**config.mk**
```make
export PLATFORM = sky130hd
export DESIGN_NAME = pc_sequencer
export DESIGN_NICKNAME = d
export VERILOG_FILES = /design/src/rtl/pc_sequencer.sv
export SDC_FILE = /design/constraint.sdc
export NUM_CORES = 1
export LEC_CHECK = 0
export BUFFER_PORTS_ARGS = -buffer_cell sky130_fd_sc_hd__buf_2
export CAP_MARGIN = 20
export CORE_MARGIN = 2
export CORE_UTILIZATION = 53
export DETAILED_ROUTE_END_ITERATION = 12
export PLACE_DENSITY = 0.81
export SYNTH_ARGS = -nofsm -noshare
export SYNTH_HDL_FRONTEND = slang
export SYNTH_SLANG_ARGS = --single-unit
```
**constraint.sdc**
```tcl
create_clock -name clk -period 3.4 [get_ports clk]
set_input_delay 1.02 -clock clk [delete_from_list [all_inputs] [get_ports clk]]
set_output_delay 1.02 -clock clk [all_outputs]
set_load 0.01 [all_outputs]
```
**src/rtl/pc_sequencer.sv**
```systemverilog
`default_nettype none
// ============================================================================
// Module   : pc_sequencer
// Brief    : Fetch-PC controller: sequential bundle advance, prioritised
//            redirects, request hold until accept, post-redirect bubble.
// Revision : 1.0 - initial release
// ============================================================================
module pc_sequencer #(
    parameter logic [31:0] RESET_PC     = 32'h0000_0000,
    parameter int          BUNDLE_BYTES = 8,
    parameter int          FLUSH_CYCLES = 2
) (
    input  logic        clk,
    input  logic        reset,
    input  logic        stall,
    input  logic        fetch_ready,
    input  logic        trap_req,
    input  logic [31:0] trap_vec,
    input  logic        br0_taken,
    input  logic [31:0] br0_target,
    input  logic        br1_taken,
    input  logic [31:0] br1_target,
    output logic [31:0] PC,
    output logic        fetch_valid,
    output logic        flush,
    output logic        redirect_pending
);

    localparam logic [31:0] c_bundle     = 32'(BUNDLE_BYTES);
    localparam logic [3:0]  c_flush_init = 4'(FLUSH_CYCLES - 1);

    typedef enum logic [1:0] {
        S_BOOT   = 2'd0,
        S_RUN    = 2'd1,
        S_HOLD   = 2'd2,
        S_BUBBLE = 2'd3
    } state_t;

    state_t      r_state, w_state_nxt;
    logic [31:0] r_pc, w_pc_nxt;
    logic        r_valid, w_valid_nxt;
    logic        r_flush, w_flush_nxt;
    logic        r_pend, w_pend_nxt;
    logic [31:0] r_pend_tgt, w_pend_tgt_nxt;
    logic [3:0]  r_cnt, w_cnt_nxt;

    logic        w_accept;
    logic        w_redir;
    logic [31:0] w_tgt;
    logic [31:0] w_trap_tgt;
    logic [31:0] w_hold_tgt;

    assign w_accept   = r_valid & fetch_ready & ~stall;
    assign w_redir    = trap_req | br0_taken | br1_taken;
    assign w_trap_tgt = {trap_vec[31:2], 2'b00};
    assign w_tgt      = trap_req  ? w_trap_tgt :
                        br0_taken ? {br0_target[31:2], 2'b00} :
                                    {br1_target[31:2], 2'b00};
    // While a redirect waits, only a trap may replace its target.
    assign w_hold_tgt = trap_req ? w_trap_tgt : r_pend_tgt;

    always_comb begin
        w_state_nxt    = r_state;
        w_pc_nxt       = r_pc;
        w_valid_nxt    = r_valid;
        w_flush_nxt    = 1'b0;
        w_pend_nxt     = r_pend;
        w_pend_tgt_nxt = r_pend_tgt;
        w_cnt_nxt      = r_cnt;
        case (r_state)
            S_BOOT: begin
                w_state_nxt = S_RUN;
                w_valid_nxt = 1'b1;
            end
            S_RUN: begin
                if (w_redir && w_accept) begin
                    w_pc_nxt    = w_tgt;
                    w_flush_nxt = 1'b1;
                    w_valid_nxt = 1'b0;
                    w_cnt_nxt   = c_flush_init;
                    w_state_nxt = S_BUBBLE;
                end else if (w_redir) begin
                    w_pend_tgt_nxt = w_tgt;
                    w_pend_nxt     = 1'b1;
                    w_state_nxt    = S_HOLD;
                end else if (w_accept) begin
                    w_pc_nxt = r_pc + c_bundle;
                end
            end
            S_HOLD: begin
                w_pend_tgt_nxt = w_hold_tgt;
                if (w_accept) begin
                    w_pc_nxt    = w_hold_tgt;
                    w_flush_nxt = 1'b1;
                    w_valid_nxt = 1'b0;
                    w_pend_nxt  = 1'b0;
                    w_cnt_nxt   = c_flush_init;
                    w_state_nxt = S_BUBBLE;
                end
            end
            S_BUBBLE: begin
                if (w_redir) begin
                    w_pc_nxt    = w_tgt;
                    w_flush_nxt = 1'b1;
                    w_cnt_nxt   = c_flush_init;
                end else if (r_cnt == 4'd0) begin
                    w_valid_nxt = 1'b1;
                    w_state_nxt = S_RUN;
                end else begin
                    w_cnt_nxt = r_cnt - 4'd1;
                end
            end
            default: begin
                w_state_nxt = S_BOOT;
                w_valid_nxt = 1'b0;
            end
        endcase
    end

    always_ff @(posedge clk) begin
        if (!reset) begin
            r_state    <= S_BOOT;
            r_pc       <= RESET_PC;
            r_valid    <= 1'b0;
            r_flush    <= 1'b0;
            r_pend     <= 1'b0;
            r_pend_tgt <= 32'h0;
            r_cnt      <= 4'd0;
        end else begin
            r_state    <= w_state_nxt;
            r_pc       <= w_pc_nxt;
            r_valid    <= w_valid_nxt;
            r_flush    <= w_flush_nxt;
            r_pend     <= w_pend_nxt;
            r_pend_tgt <= w_pend_tgt_nxt;
            r_cnt      <= w_cnt_nxt;
        end
    end

    assign PC               = r_pc;
    assign fetch_valid      = r_valid;
    assign flush            = r_flush;
    assign redirect_pending = r_pend;

endmodule
`default_nettype wire

```
After elaboration in Yosys (flattened, before gate mapping)
Index checks and enable logic that the tools add are counted.

Register bits after elaboration: 73. Input bits: 103. Output and inout bits: 35.

$add $sub $neg: 2. Equality and inequality tests: 14. Mux-type cells: 34. Bitwise logic cells: 5. Reduce and logical (&&, ||, !) cells: 11.

Operators with widths (number): $mux W32 (9); $pmux W32 S3 (1); $pmux W32 S2 (1); $add A32 B4 Y32 const B (1); $mux W4 (4); $reduce_and A4 Y1 (4); $ne A2 B2 Y1 const B (7); $ne A3 B3 Y1 const B (4); $pmux W4 S3 (1); $mux W2 (5); $mux W1 (9); $pmux W2 S4 (1); $reduce_and A5 Y1 (1); $eq A2 B2 Y1 const B (2); $logic_not A4 Y1 (1); $pmux W1 S4 (1); $sub A4 B1 Y4 const B (1); $pmux W1 S3 (1); $reduce_and A3 Y1 (1); $reduce_bool A3 Y1 (1); $and A1 B1 Y1 (2); $eq A2 B1 Y1 const B (1); $logic_not A2 Y1 (1); $or A1 B1 Y1 (2); other kinds (4) (4).

Longest topological paths before layout
Gate-level depths: netlist of the first run.

Depth in word-level cells: 6. Depth in mapped cells: 9.

Worst setup path after synthesis of the first run
No wires, ideal clock.

Path kind: input-to-reg. Start point: input trap_req. End point: register r_pc[27], in the netlist PC[27]. Setup time: 0.133 ns. Arrival: 2.578 ns. Setup slack: 0.689 ns. Stages: 8. Path buffers: 3. Cell sequence: buf_2 or3_1 clkbuf_1 a31oi_1 clkbuf_1 o21ai_0 a32oi_1 a31oi_1.

Longest elaborated chain between the ends: 5.

Ends and longest elaborated chain: start, declared (line 17) `input logic trap_req,`; $or A1 B1 Y1 (2 in series) (line 54) `assign w_redir = trap_req | br0_taken | br1_taken;`; $logic_and A1 B1 Y1 (line 76) `if (w_redir && w_accept) begin`; $ne A3 B3 Y1 (no line) or $mux W32 (tied branches); $reduce_and A5 Y1 (no line) or $pmux W32 S3 (tied branches); end signal, assigned (line 131) `r_pc <= w_pc_nxt;`; end, declared (line 40) `logic [31:0] r_pc, w_pc_nxt;`.

Parallel ways exist; a longest one is shown, timed or not. The select of a mux whose other input is x is not followed. A chain may end at the register's enable or synchronous reset.

Worst setup path in the final report of the first run
Start point: register r_state[0]. End point: register r_pc[28], in the netlist PC[28].

Longest elaborated chain between the ends: 3.

Ends and longest elaborated chain: start, declared (line 39) `state_t r_state, w_state_nxt;`; start signal, assigned (line 130) `r_state <= w_state_nxt;`; $eq A2 B1 Y1 or $eq A2 B2 Y1 (tied branches) (line 70) `case (r_state)`; $ne A3 B3 Y1 (no line) (tied with other cells); $reduce_and A5 Y1 (no line).

Parallel ways exist; a longest one is shown, timed or not.

==> results of run 1 <==
-- metrics by stage --
step                hold WS (ns)  worst slack, ns
floorplan                  0.437            0.689
global placement           0.442            0.412
detailed placement         0.453            0.368
CTS                        0.470            0.734
global route               0.486            0.549
finish                     0.467            0.688
-- where the power goes --
part / internal [mW] / switching [mW] / total [mW]
combinational: 0.980 / 1.46 / 2.44
clock: 0.432 / 0.348 / 0.781
sequential: 1.18 / 0.314 / 1.50
-- Yosys cell counts, types with 5 or more instances --
library cell,instances
sky130_fd_sc_hd__dfxtp_1,73
sky130_fd_sc_hd__a21oi_1,66
sky130_fd_sc_hd__o21ai_0,60
sky130_fd_sc_hd__nand2_1,42
sky130_fd_sc_hd__clkbuf_1,38
sky130_fd_sc_hd__mux2_2,25
sky130_fd_sc_hd__mux2i_1,22
sky130_fd_sc_hd__nor2_1,21
sky130_fd_sc_hd__o221a_2,20
sky130_fd_sc_hd__nand2b_1,16
sky130_fd_sc_hd__nand4_1,15
sky130_fd_sc_hd__nand3_1,14
sky130_fd_sc_hd__nor2b_1,14
sky130_fd_sc_hd__a31oi_1,12
sky130_fd_sc_hd__nor3_1,12
sky130_fd_sc_hd__buf_2,9
sky130_fd_sc_hd__inv_1,9
sky130_fd_sc_hd__o21a_1,9
sky130_fd_sc_hd__ha_1,7
sky130_fd_sc_hd__o31ai_1,7
sky130_fd_sc_hd__a22oi_1,6
sky130_fd_sc_hd__buf_1,6
sky130_fd_sc_hd__nor4_1,6
sky130_fd_sc_hd__o22ai_1,6
sky130_fd_sc_hd__a21boi_0,5
sky130_fd_sc_hd__a32oi_1,5
sky130_fd_sc_hd__and3_1,5
sky130_fd_sc_hd__nand3b_1,5
sky130_fd_sc_hd__o211ai_1,5
sky130_fd_sc_hd__or4_1,5
-- routing by layer --
metal  part of all wire (%)  track usage [%]  wire (um)
met4                    3.9             18.0        651
met3                    8.4             5.41       1380
met2                     50             56.8       8220
met5                      0                0          0
met1                     38             39.7       6240
-- cells by family after synthesis --
| family | Yosys count |
|---|---|
| muxes | 47 |
| DFF | 73 |
| and+or+nand+nor | 179 |
| buffers and inverters | 65 |
| adders and majority gates | 7 |
| xor gates and xnor gates | 4 |
| AOI/OAI and AO/OA | 244 |
-- worst reg2reg max path, cell delays in order (launching register included) --
cell and delay (ns):
sky130_fd_sc_hd__dfxtp_1 0.36, sky130_fd_sc_hd__inv_1 0.12, sky130_fd_sc_hd__ha_1 0.22, sky130_fd_sc_hd__buf_4 0.38, sky130_fd_sc_hd__clkinv_1 0.39, sky130_fd_sc_hd__a31oi_1 0.23
sky130_fd_sc_hd__buf_4 0.25, sky130_fd_sc_hd__o221ai_1 0.26, sky130_fd_sc_hd__o221a_2 0.30, sky130_fd_sc_hd__o21a_1 0.10
-- layout make-up --
class	instances	share of cell area, %
Clock buffer	11	2.38
Multi-Input combinational cell	481	54.6
Timing Repair Buffer	156	14.2
Clock inverter	5	1.33
Inverter	10	0.631
Sequential cell	73	24.6
Tap cell	111	2.34
-- flip-flops by register name (all words and copies together), names as in the netlist --
signal	cells
r_pend_tgt	32
PC	32
redirect_pending	1
fetch_valid	1
r_cnt	4
flush	1
r_state	2
-- worst paths after layout --
kind / start / end / slack [ns] / cells past startpoint
max: r_state[0] / PC[28] / 0.69 / 9
max reg2reg: r_state[0] / PC[28] / 0.69 / 9
min: r_pend_tgt[28] / r_pend_tgt[28] / 0.47 / 1
min reg2reg: r_pend_tgt[28] / r_pend_tgt[28] / 0.47 / 1
-- placed cells by master (no fill, tap or decap), types with 15 or more instances in the layout --
cell type and n:
sky130_fd_sc_hd__a21oi_1 66, sky130_fd_sc_hd__buf_2 131, sky130_fd_sc_hd__o221a_2 20, sky130_fd_sc_hd__nand2b_1 16, sky130_fd_sc_hd__buf_4 25, sky130_fd_sc_hd__dfxtp_1 73
sky130_fd_sc_hd__o21ai_0 60, sky130_fd_sc_hd__nor2_1 21, sky130_fd_sc_hd__nand2_1 42, sky130_fd_sc_hd__mux2i_1 22, sky130_fd_sc_hd__nand4_1 15, sky130_fd_sc_hd__mux2_2 25
==> results.json, run 1 <==
{
  "status": "complete, no violations",
  "synth_seq_area_share_pct": 29.4,
  "timing.fmax_mhz": 369,
  "drt_iter0_markers": 542,
  "routed-via-count": 5653,
  "cp_cell_sequence": "inv_1 > ha_1 > buf_4 > clkinv_1 > a31oi_1 > buf_4 > o221ai_1 > o221a_2 > o21a_1",
  "cp-start-kind": "flop",
  "cp_slowest_stage_delay_ns": 0.38,
  "finalSetupTns_ns": 0,
  "timing.critical_path.max_delay_family": "buffers and inverters",
  "final_global_route_overflow_total": 0,
  "layout.cells.non_filler": 847,
  "cts.sinks": 73,
  "numPortBuffers": 131,
  "hold_path_class": "reg -> reg",
  "critPathMostFrequentCell": "sky130_fd_sc_hd__buf_4",
  "antenna_found_initial": 0,
  "worst_slew_margin_rel_pct": 42.7,
  "cts.reportedPaths.clkPinSlew_ns": 0.08,
  "ctsRootBufferMaster": "sky130_fd_sc_hd__clkbuf_8",
  "num_io_pins": 138,
  "final-seq-area_um2": 1460,
  "synth-seq-cells": 73,
  "fraction_of_the_mapped_netlist_area_in_adder_cells_pct": 1.76,
  "synth_top_family_by_area": "compound AO/OA/AOI/OAI gates",
  "grt_start_max_net_pins": 59,
  "postSynthAreaPerCell_um2": 8.03,
  "count_of_tritonroute_iterations_in_the_first_routing_pass": 5,
  "tritoncts": "done",
  "kind_of_critical_path": "reg -> reg",
  "vdd_ir_drop_max_uv": 657,
  "synthDistinctLibCells": 67,
  "worst_skew_pair.late_latency_ns": 0.37,
  "async_flop_share_pct": 0,
  "placement.cell_area_um2": 5720,
  "dieWidth_um": 101,
  "fin_util_pct": 64.9,
  "finalNetCount": 841,
  "drv.max_cap_violation_count": 0,
  "ys_warn_count": 0,
  "dp.cells": 831,
  "detailedPlacementHpwl_um": 11900,
  "critical_path_arrival_ns": 2.98,
  "finalClockSkew_ns": 0.0124,
  "crit_slowest_cell": "sky130_fd_sc_hd__buf_4",
  "cts.htree.levels": 3,
  "static-leakage-power_nw": 2.41,
  "synthesis.instances": 619,
  "global_route.usage.total_pct": 33.2,
  "synthTopCellsByArea": "sky130_fd_sc_hd__dfxtp_1 (29%), sky130_fd_sc_hd__a21oi_1 (6.6%), sky130_fd_sc_hd__o21ai_0 (6.0%)",
  "synth.mux.area_fraction_pct": 10.1,
  "netlist.top_cell.by_area": "sky130_fd_sc_hd__dfxtp_1",
  "die_area_um2": 10200,
  "worstPathRequired_ns": 3.67,
  "cell_row_count": 35,
  "die_h_um": 101,
  "final-hold-violation-count": 0,
  "fp.coreArea_um2": 9150,
  "yosysTopAreaCellShare_pct": 29.4,
  "postCtsResizedCells": 0,
  "grt_setup_unrepaired": "no",
  "floorplan.initialDensity_pct": 54.3,
  "synthToLayoutAreaGrowth_pct": 19.6,
  "area_of_the_multi_input_gates_um2": 3240,
  "globalplace.congestion": 0.942,
  "post_synth_net_total": 729,
  "final_period_minus_worst_setup_slack_ns": 2.71,
  "final_antenna_net_count": 0,
  "synth_top_flop_cell": "sky130_fd_sc_hd__dfxtp_1",
  "worst-slew-pin-transition_ns": 0.854,
  "timing.final.setup_violations": 0,
  "slew_viol_final": 0,
  "cts_inserted_buffers": 9,
  "total_power_mw": 4.72,
  "post-route-cell-area_um2": 5940,
  "post_synth_simple_gate_area_pct": 19.8,
  "cts.hold.buffers_added": 0,
  "clockBufferDepth": 2,
  "drc": 0,
  "via_per_instance_ratio": 6.67,
  "total_power_density_per_cell_area_nw_per_um2": 793,
  "critPathBufInv": 4,
  "grt_pass1_vias": 5498,
  "final_layout_size_suffix_gt1_share_pct": 30.4,
  "area_fraction_in_compound_gates_after_synthesis_pct": 32.9,
  "number_of_buffers_inserted_to_repair_setup_after_cts": 0,
  "critical_path.endpoint_type": "flop",
  "route.detailed.wl_per_inst_um": 19.5,
  "num_antenna_cells": 0,
  "synthesis.area_um2": 4970,
  "crit_fanout": 35,
  "fin_crit_sh_pct": 79.8,
  "parity_gate_share_of_the_synthesized_area_counting_xor_and_xnor_cells_pct": 0.705,
  "synth_edf_count": 0,
  "final.fill_count": 809,
  "grt_first_pass_wirelength_um": 26700,
  "drt-total-wl_um": 16500
}
Note: power is estimated with default switching activity, not from simulation.
==> inputs of run 2 (changes only) <==
ABC_AREA = 1   (was not set)
CORE_UTILIZATION = 48   (was 53)
PLACE_DENSITY = 0.77   (was 0.81)
clock period = 2.24 ns   (was 3.4 ns; I/O delays follow)
==> run 2 against run 1 <==
Non-clock buffer count down 5. Area after synthesis up 2.5%. Critical endpoint is now PC[18]. Die area grew 13%. Wire length fell by 6.8%. Maximum frequency increased by 32%. Hold slack barely moved. Combinational power grew 58%.
==> results.json, run 2 <==
{
  "timing.final.setup_violations": 0,
  "layout_commonest_cell": "sky130_fd_sc_hd__nand2_1",
  "postCtsResizedCells": 0,
  "most-common-layout-cells": "sky130_fd_sc_hd__nand2_1 (269), sky130_fd_sc_hd__buf_2 (131), sky130_fd_sc_hd__nor2_1 (110)",
  "clockPowerShare_pct": 17.3,
  "route.detailed.wl_per_inst_um": 13.5,
  "critical_path_arrival_ns": 2.34,
  "finalNetCount": 1103,
  "synth_top_flop_cell": "sky130_fd_sc_hd__dfxtp_1",
  "drt-total-wl_um": 15400,
  "timing.critical_path.max_delay_family": "simple AND/OR/NAND/NOR gates",
  "grt_setup_unrepaired": "no",
  "cts_inserted_buffers": 9,
  "post-route-cell-area_um2": 6160,
  "detailedPlacementHpwl_um": 11200,
  "async_flop_share_pct": 0,
  "via_per_instance_ratio": 5.32,
  "timing.fmax_mhz": 488,
  "die_area_um2": 11500,
  "static-leakage-power_nw": 2.93,
  "power_switching_share_pct": 46.0,
  "slew_viol_final": 0,
  "drt_iter0_markers": 520,
  "cp_slowest_stage_delay_ns": 0.44,
  "p_seq_share_pct": 31.1,
  "die_h_um": 107,
  "synth.top_cells.by_count": "sky130_fd_sc_hd__nand2_1 (269), sky130_fd_sc_hd__nor2_1 (110), sky130_fd_sc_hd__o21ai_0 (103)",
  "number_of_buffers_inserted_to_repair_setup_after_cts": 0,
  "grt_first_pass_wirelength_um": 25000,
  "cts.htree.levels": 3,
  "parity_gate_share_of_the_synthesized_area_counting_xor_and_xnor_cells_pct": 1.20,
  "synthesis.instances": 877,
  "p_sw_mw": 3.42,
  "fp.coreArea_um2": 10300,
  "cp-start-kind": "flop",
  "final_global_route_overflow_total": 0,
  "status": "complete, no violations",
  "final.fill_count": 1070,
  "post-synth-top-count-cell": "sky130_fd_sc_hd__nand2_1",
  "final_antenna_net_count": 0,
  "cts.reportedPaths.clkPinSlew_ns": 0.08,
  "hold_path_class": "reg -> reg",
  "synth-seq-cells": 73,
  "globalplace.congestion": 0.900,
  "synthDistinctLibCells": 36,
  "cell_row_count": 37,
  "antenna_found_initial": 1,
  "crit_slowest_cell": "sky130_fd_sc_hd__dfxtp_1",
  "crit_fanout": 15,
  "tritoncts": "done",
  "routed-via-count": 6038,
  "worst_skew_pair.late_latency_ns": 0.37,
  "cts.hold.buffers_added": 0,
  "final_layout_size_suffix_gt1_share_pct": 18.7,
  "critPathBufInv": 3,
  "synthToLayoutAreaGrowth_pct": 20.9,
  "final-hold-violation-count": 0,
  "finalSetupTns_ns": 0,
  "hold-worst-slack_ns": 0.467,
  "p_int_mw": 4.03,
  "placement.cell_area_um2": 5910,
  "worstPathRequired_ns": 2.53,
  "total_power_density_per_cell_area_nw_per_um2": 1210,
  "global_route.usage.total_pct": 27.3,
  "grt_util_met3_pct": 5.05,
  "critical_path.endpoint_type": "flop",
  "worst_slew_margin_rel_pct": 72.1,
  "critPathMostFrequentCell": "sky130_fd_sc_hd__inv_1",
  "synth.mux.area_fraction_pct": 0,
  "gr-usage-met1_pct": 35.9,
  "layout.cells.non_filler": 1135,
  "clockBufferDepth": 2,
  "grt_start_max_net_pins": 63,
  "synth_seq_area_share_pct": 28.7,
  "total_power_mw": 7.45,
  "vdd_ir_drop_max_uv": 820,
  "worst-slew-pin-transition_ns": 0.418,
  "globalRoute.busiestLayer": "met2",
  "finalClockSkew_ns": 0.0140,
  "post_synth_net_total": 987,
  "netlist.top_cell.by_area": "sky130_fd_sc_hd__dfxtp_1",
  "numPortBuffers": 131,
  "synthTopCellsByArea": "sky130_fd_sc_hd__dfxtp_1 (29%), sky130_fd_sc_hd__nand2_1 (20%), sky130_fd_sc_hd__o21ai_0 (10%)",
  "grt.met2_usage_pct": 44.9,
  "kind_of_critical_path": "reg -> reg",
  "synth_top_family_by_area": "simple AND/OR/NAND/NOR gates",
  "yosysTopAreaCellShare_pct": 28.7,
  "dieWidth_um": 107,
  "area_fraction_in_compound_gates_after_synthesis_pct": 23.9,
  "synth_edf_count": 0,
  "cts.sinks": 73,
  "final_period_minus_worst_setup_slack_ns": 2.05,
  "fraction_of_the_mapped_netlist_area_in_adder_cells_pct": 1.72,
  "grt_pass1_vias": 5503,
  "ctsRootBufferMaster": "sky130_fd_sc_hd__clkbuf_8",
  "drv.max_cap_violation_count": 0,
  "cp_cell_sequence": "inv_1 > ha_1 > nor2_1 > nand3_2 > nand2_2 > buf_12 > nand2_1 > nand3_1 > inv_1 > a21oi_1",
  "dp.cells": 1118,
  "comb_power_share_pct": 51.6,
  "drc": 0,
  "post_synth_simple_gate_area_pct": 35.2,
  "fin_crit_sh_pct": 91.5,
  "num_io_pins": 138,
  "ys_warn_count": 0,
  "floorplan.initialDensity_pct": 49.3,
  "synthesis.area_um2": 5090,
  "postSynthAreaPerCell_um2": 5.81,
  "count_of_tritonroute_iterations_in_the_first_routing_pass": 5
}
run 2: final cells by class:
type / instances / area (um2) / share of cell area [%]
clock inverter: 6 / 105 / 1.71
clock buffer: 10 / 138 / 2.24
timing repair buffer: 151 / 868 / 14.1
antenna: 1 / 2.50 / 0.0407
inverter: 66 / 248 / 4.02
tap: 136 / 170 / 2.76
multi-input combinational: 692 / 3160 / 51.4
sequential: 73 / 1460 / 23.7
run 2: cell families after synthesis:
family / Yosys count
AOI/OAI and AO/OA: 238
xor gates and xnor gates: 7
adders and majority gates: 7
buffers and inverters: 112
DFF: 73
and+or+nand+nor: 440
run 2: metrics by stage:
| stage | util (%) | setup slack [ns] |
|---|---|---|
| floorplan | - | 0.555 |
| global placement | 57.3 | 0.176 |
| detailed placement | 57.3 | 0.146 |
| CTS | 59.6 | 0.239 |
| global route | 59.6 | 0.0354 |
| finish | 59.6 | 0.191 |
run 2: path summary, 6_finish.rpt:
path	to	slack, ns	depth (start not counted)	start
max	PC[18]	0.19	10	r_state[0]
min	r_pend_tgt[1]	0.47	2	r_pend_tgt[1]
max reg2reg	PC[18]	0.19	10	r_state[0]
min reg2reg	r_pend_tgt[1]	0.47	2	r_pend_tgt[1]
run 2: worst register-to-register path, cell delays in order (launching register included):
cell and delay, ns:
sky130_fd_sc_hd__dfxtp_1 0.44, sky130_fd_sc_hd__inv_1 0.10, sky130_fd_sc_hd__ha_1 0.35, sky130_fd_sc_hd__nor2_1 0.23, sky130_fd_sc_hd__nand3_2 0.12, sky130_fd_sc_hd__nand2_2 0.21, sky130_fd_sc_hd__buf_12 0.18, sky130_fd_sc_hd__nand2_1 0.06
sky130_fd_sc_hd__nand3_1 0.09, sky130_fd_sc_hd__inv_1 0.06, sky130_fd_sc_hd__a21oi_1 0.14
run 2: power by group through the flow:
stage | registers (mW) | clock network [mW] | logic [mW]
floorplan | 2.34 | 0 | 2.57
global placement | 2.32 | 0 | 3.73
detailed placement | 2.32 | 0 | 3.79
CTS | 2.30 | 1.31 | 3.82
global route | 2.38 | 1.37 | 4.35
finish | 2.31 | 1.29 | 3.85
run 2: per-layer routing:
layer | vias up | wire length [um]
li1 | 3091 | -
met1 | 2709 | 6790
met2 | 219 | 7190
met3 | 19 | 1110
met4 | 0 | 286
met5 | - | 0
==> inputs of run 3 (changes only) <==
==> constraint.sdc (replaced) <==
create_clock -name clk -period 2.24 [get_ports clk]
set_input_delay 0.112 -clock clk [delete_from_list [all_inputs] [get_ports clk]]
set_output_delay 0.112 -clock clk [all_outputs]
set_load 0.01 [all_outputs]
==> run 3 against run 2 <==
Die area unchanged. Critical path depth decreased by 2. Non-clock buffer count decreased by 5. Largest cell class unchanged. Highest routed layer unchanged.
==> results.json, run 3 (synthesis results as in run 2) <==
{
  "drc": 0,
  "drt_iter0_markers": 469,
  "status": "complete, no violations",
  "route.detailed.wl_per_inst_um": 13.6,
  "dp_slack_ns": 0.329,
  "final-hold-violation-count": 0,
  "kind_of_critical_path": "reg -> reg",
  "power_switching_share_pct": 47.5,
  "post-route-cell-area_um2": 6070,
  "total_power_mw": 7.18,
  "via_per_instance_ratio": 5.31,
  "final_antenna_net_count": 0,
  "finalSetupTns_ns": 0,
  "grt_pass1_vias": 5486,
  "clockBufferDepth": 2,
  "num_io_pins": 138,
  "cp_cell_sequence": "inv_1 > ha_1 > nor2_1 > nand2_2 > inv_2 > buf_4 > nand3_1 > a21oi_1",
  "crit_slowest_cell": "sky130_fd_sc_hd__dfxtp_1",
  "die_h_um": 107,
  "finalWorstSetupSlack_ns": 0.298,
  "grt_first_pass_wirelength_um": 25400,
  "cts.reportedPaths.clkPinSlew_ns": 0.09,
  "final_period_minus_worst_setup_slack_ns": 1.94,
  "worst-slew-pin-transition_ns": 0.481,
  "floorplan.initialDensity_pct": 49.3,
  "cp-start-kind": "flop",
  "postCtsResizedCells": 0,
  "cp_slowest_stage_delay_ns": 0.42,
  "count_of_tritonroute_iterations_in_the_first_routing_pass": 5,
  "comb_power_share_pct": 52.6,
  "drt-total-wl_um": 15300,
  "routed-via-count": 6003,
  "timing.hold.worst_path_depth": 5,
  "total_power_density_per_cell_area_nw_per_um2": 1180,
  "numPortBuffers": 131,
  "placement.cell_area_um2": 5860,
  "static-leakage-power_nw": 2.87,
  "grt_setup_unrepaired": "no",
  "p_int_mw": 3.77,
  "final_global_route_overflow_total": 0,
  "dieWidth_um": 107,
  "drv.max_cap_violation_count": 0,
  "synthToLayoutAreaGrowth_pct": 19.1,
  "critical_path.endpoint_type": "flop",
  "reg2regPathDepth": 8,
  "slew_viol_final": 0,
  "cts.htree.levels": 3,
  "vdd_ir_drop_max_uv": 713,
  "detailedPlacementHpwl_um": 11200,
  "global_route.usage.total_pct": 27.3,
  "cts.sinks": 73,
  "clockPowerShare_pct": 15.0,
  "worst_slew_margin_rel_pct": 68.0,
  "tritoncts": "done",
  "globalplace.congestion": 0.908,
  "finalNetCount": 1098,
  "most-common-layout-cells": "sky130_fd_sc_hd__nand2_1 (269), sky130_fd_sc_hd__buf_2 (131), sky130_fd_sc_hd__nor2_1 (110)",
  "worst-path-stages": 8,
  "cts_inserted_buffers": 9,
  "layout_commonest_cell": "sky130_fd_sc_hd__nand2_1",
  "hold_path_class": "in -> reg",
  "fin_crit_sh_pct": 86.7,
  "grt_start_max_net_pins": 55,
  "worstPathRequired_ns": 2.53,
  "p_seq_share_pct": 32.4,
  "timing.critical_path.max_delay_family": "buffers and inverters",
  "ctsRootBufferMaster": "sky130_fd_sc_hd__clkbuf_8",
  "die_area_um2": 11500,
  "cts.hold.buffers_added": 0,
  "critical_path_arrival_ns": 2.23,
  "p_sw_mw": 3.41,
  "number_of_buffers_inserted_to_repair_setup_after_cts": 0,
  "worst_skew_pair.late_latency_ns": 0.35,
  "antenna_found_initial": 1,
  "timing.final.setup_violations": 0,
  "timing.fmax_mhz": 515,
  "fp.coreArea_um2": 10300,
  "final_layout_size_suffix_gt1_share_pct": 18.3,
  "cell_row_count": 37,
  "crit_fanout": 22,
  "critPathBufInv": 3,
  "finalClockSkew_ns": 0.0141
}
==> run 3: cell count changes in the layout (fill, tap and decap cells not counted) <==
cell / before / now
sky130_fd_sc_hd__buf_4: 15 / 11
sky130_fd_sc_hd__clkinvlp_4: 0 / 3
sky130_fd_sc_hd__bufinv_16: 3 / 1
sky130_fd_sc_hd__clkinv_2: 3 / 1
sky130_fd_sc_hd__buf_12: 5 / 4
sky130_fd_sc_hd__inv_6: 0 / 1
==> run 3: worst reg2reg max path, delay by kind of cell, from the launching register on <==
kind                     cells  cell delay, ns
adder cells (fa/ha/maj)      1            0.27
flip-flops                   1            0.42
AND/OR/NAND/NOR              3            0.43
buffers and inverters        3            0.63
AO/OA/AOI/OAI                1            0.13
==> run 3: metrics by stage <==
stage | hold slack, ns | std cells | util, %
2_1_floorplan | 0.386 | 877 | -
3_3_place_gp | 0.451 | 1113 | 56.8
3_5_place_dp | 0.452 | 1113 | 56.8
4_1_cts | 0.146 | 1129 | 58.7
5_1_grt | 0.191 | 1130 | 58.8
6_report | 0.165 | 1130 | 58.8
==> run 3: power by group through the flow <==
| stage | Sequential, mW | Combinational (mW) | Clock (mW) |
|---|---|---|---|
| after floorplan | 2.34 | 2.57 | 0 |
| after global placement | 2.33 | 3.67 | 0 |
| after detailed placement | 2.34 | 3.73 | 0 |
| after CTS | 2.31 | 3.75 | 1.10 |
| after global routing | 2.39 | 4.30 | 1.14 |
| final | 2.33 | 3.78 | 1.08 |
==> run 3: area by class of cell <==
class	count	area (um2)
repair buffers	146	818
multi-input cells	692	3160
fillers	1114	4260
diodes	1	2.50
inverters	66	248
clock buffers	10	138
flip-flops and latches	73	1460
well taps	136	170
clock inverters	6	66.3
==> run 3: per-layer routing <==
layer / vias to the layer above / part of all wire (%) / track usage [%]
li1: 3086 / - / -
met1: 2719 / 46 / 36.7
met2: 180 / 47 / 44.3
met4: 0 / 1.5 / 7.05
met3: 18 / 6.1 / 6.02
met5: - / 0 / 0
==> run 3: path summary, 6_finish.rpt <==
path	start	slack, ns	endpoint
setup / recovery	r_state[0]	0.30	PC[25]
hold / removal	trap_vec[23]	0.16	r_pend_tgt[23]
setup reg to reg	r_state[0]	0.30	PC[25]
hold reg to reg	r_pend_tgt[0]	0.46	r_pend_tgt[0]
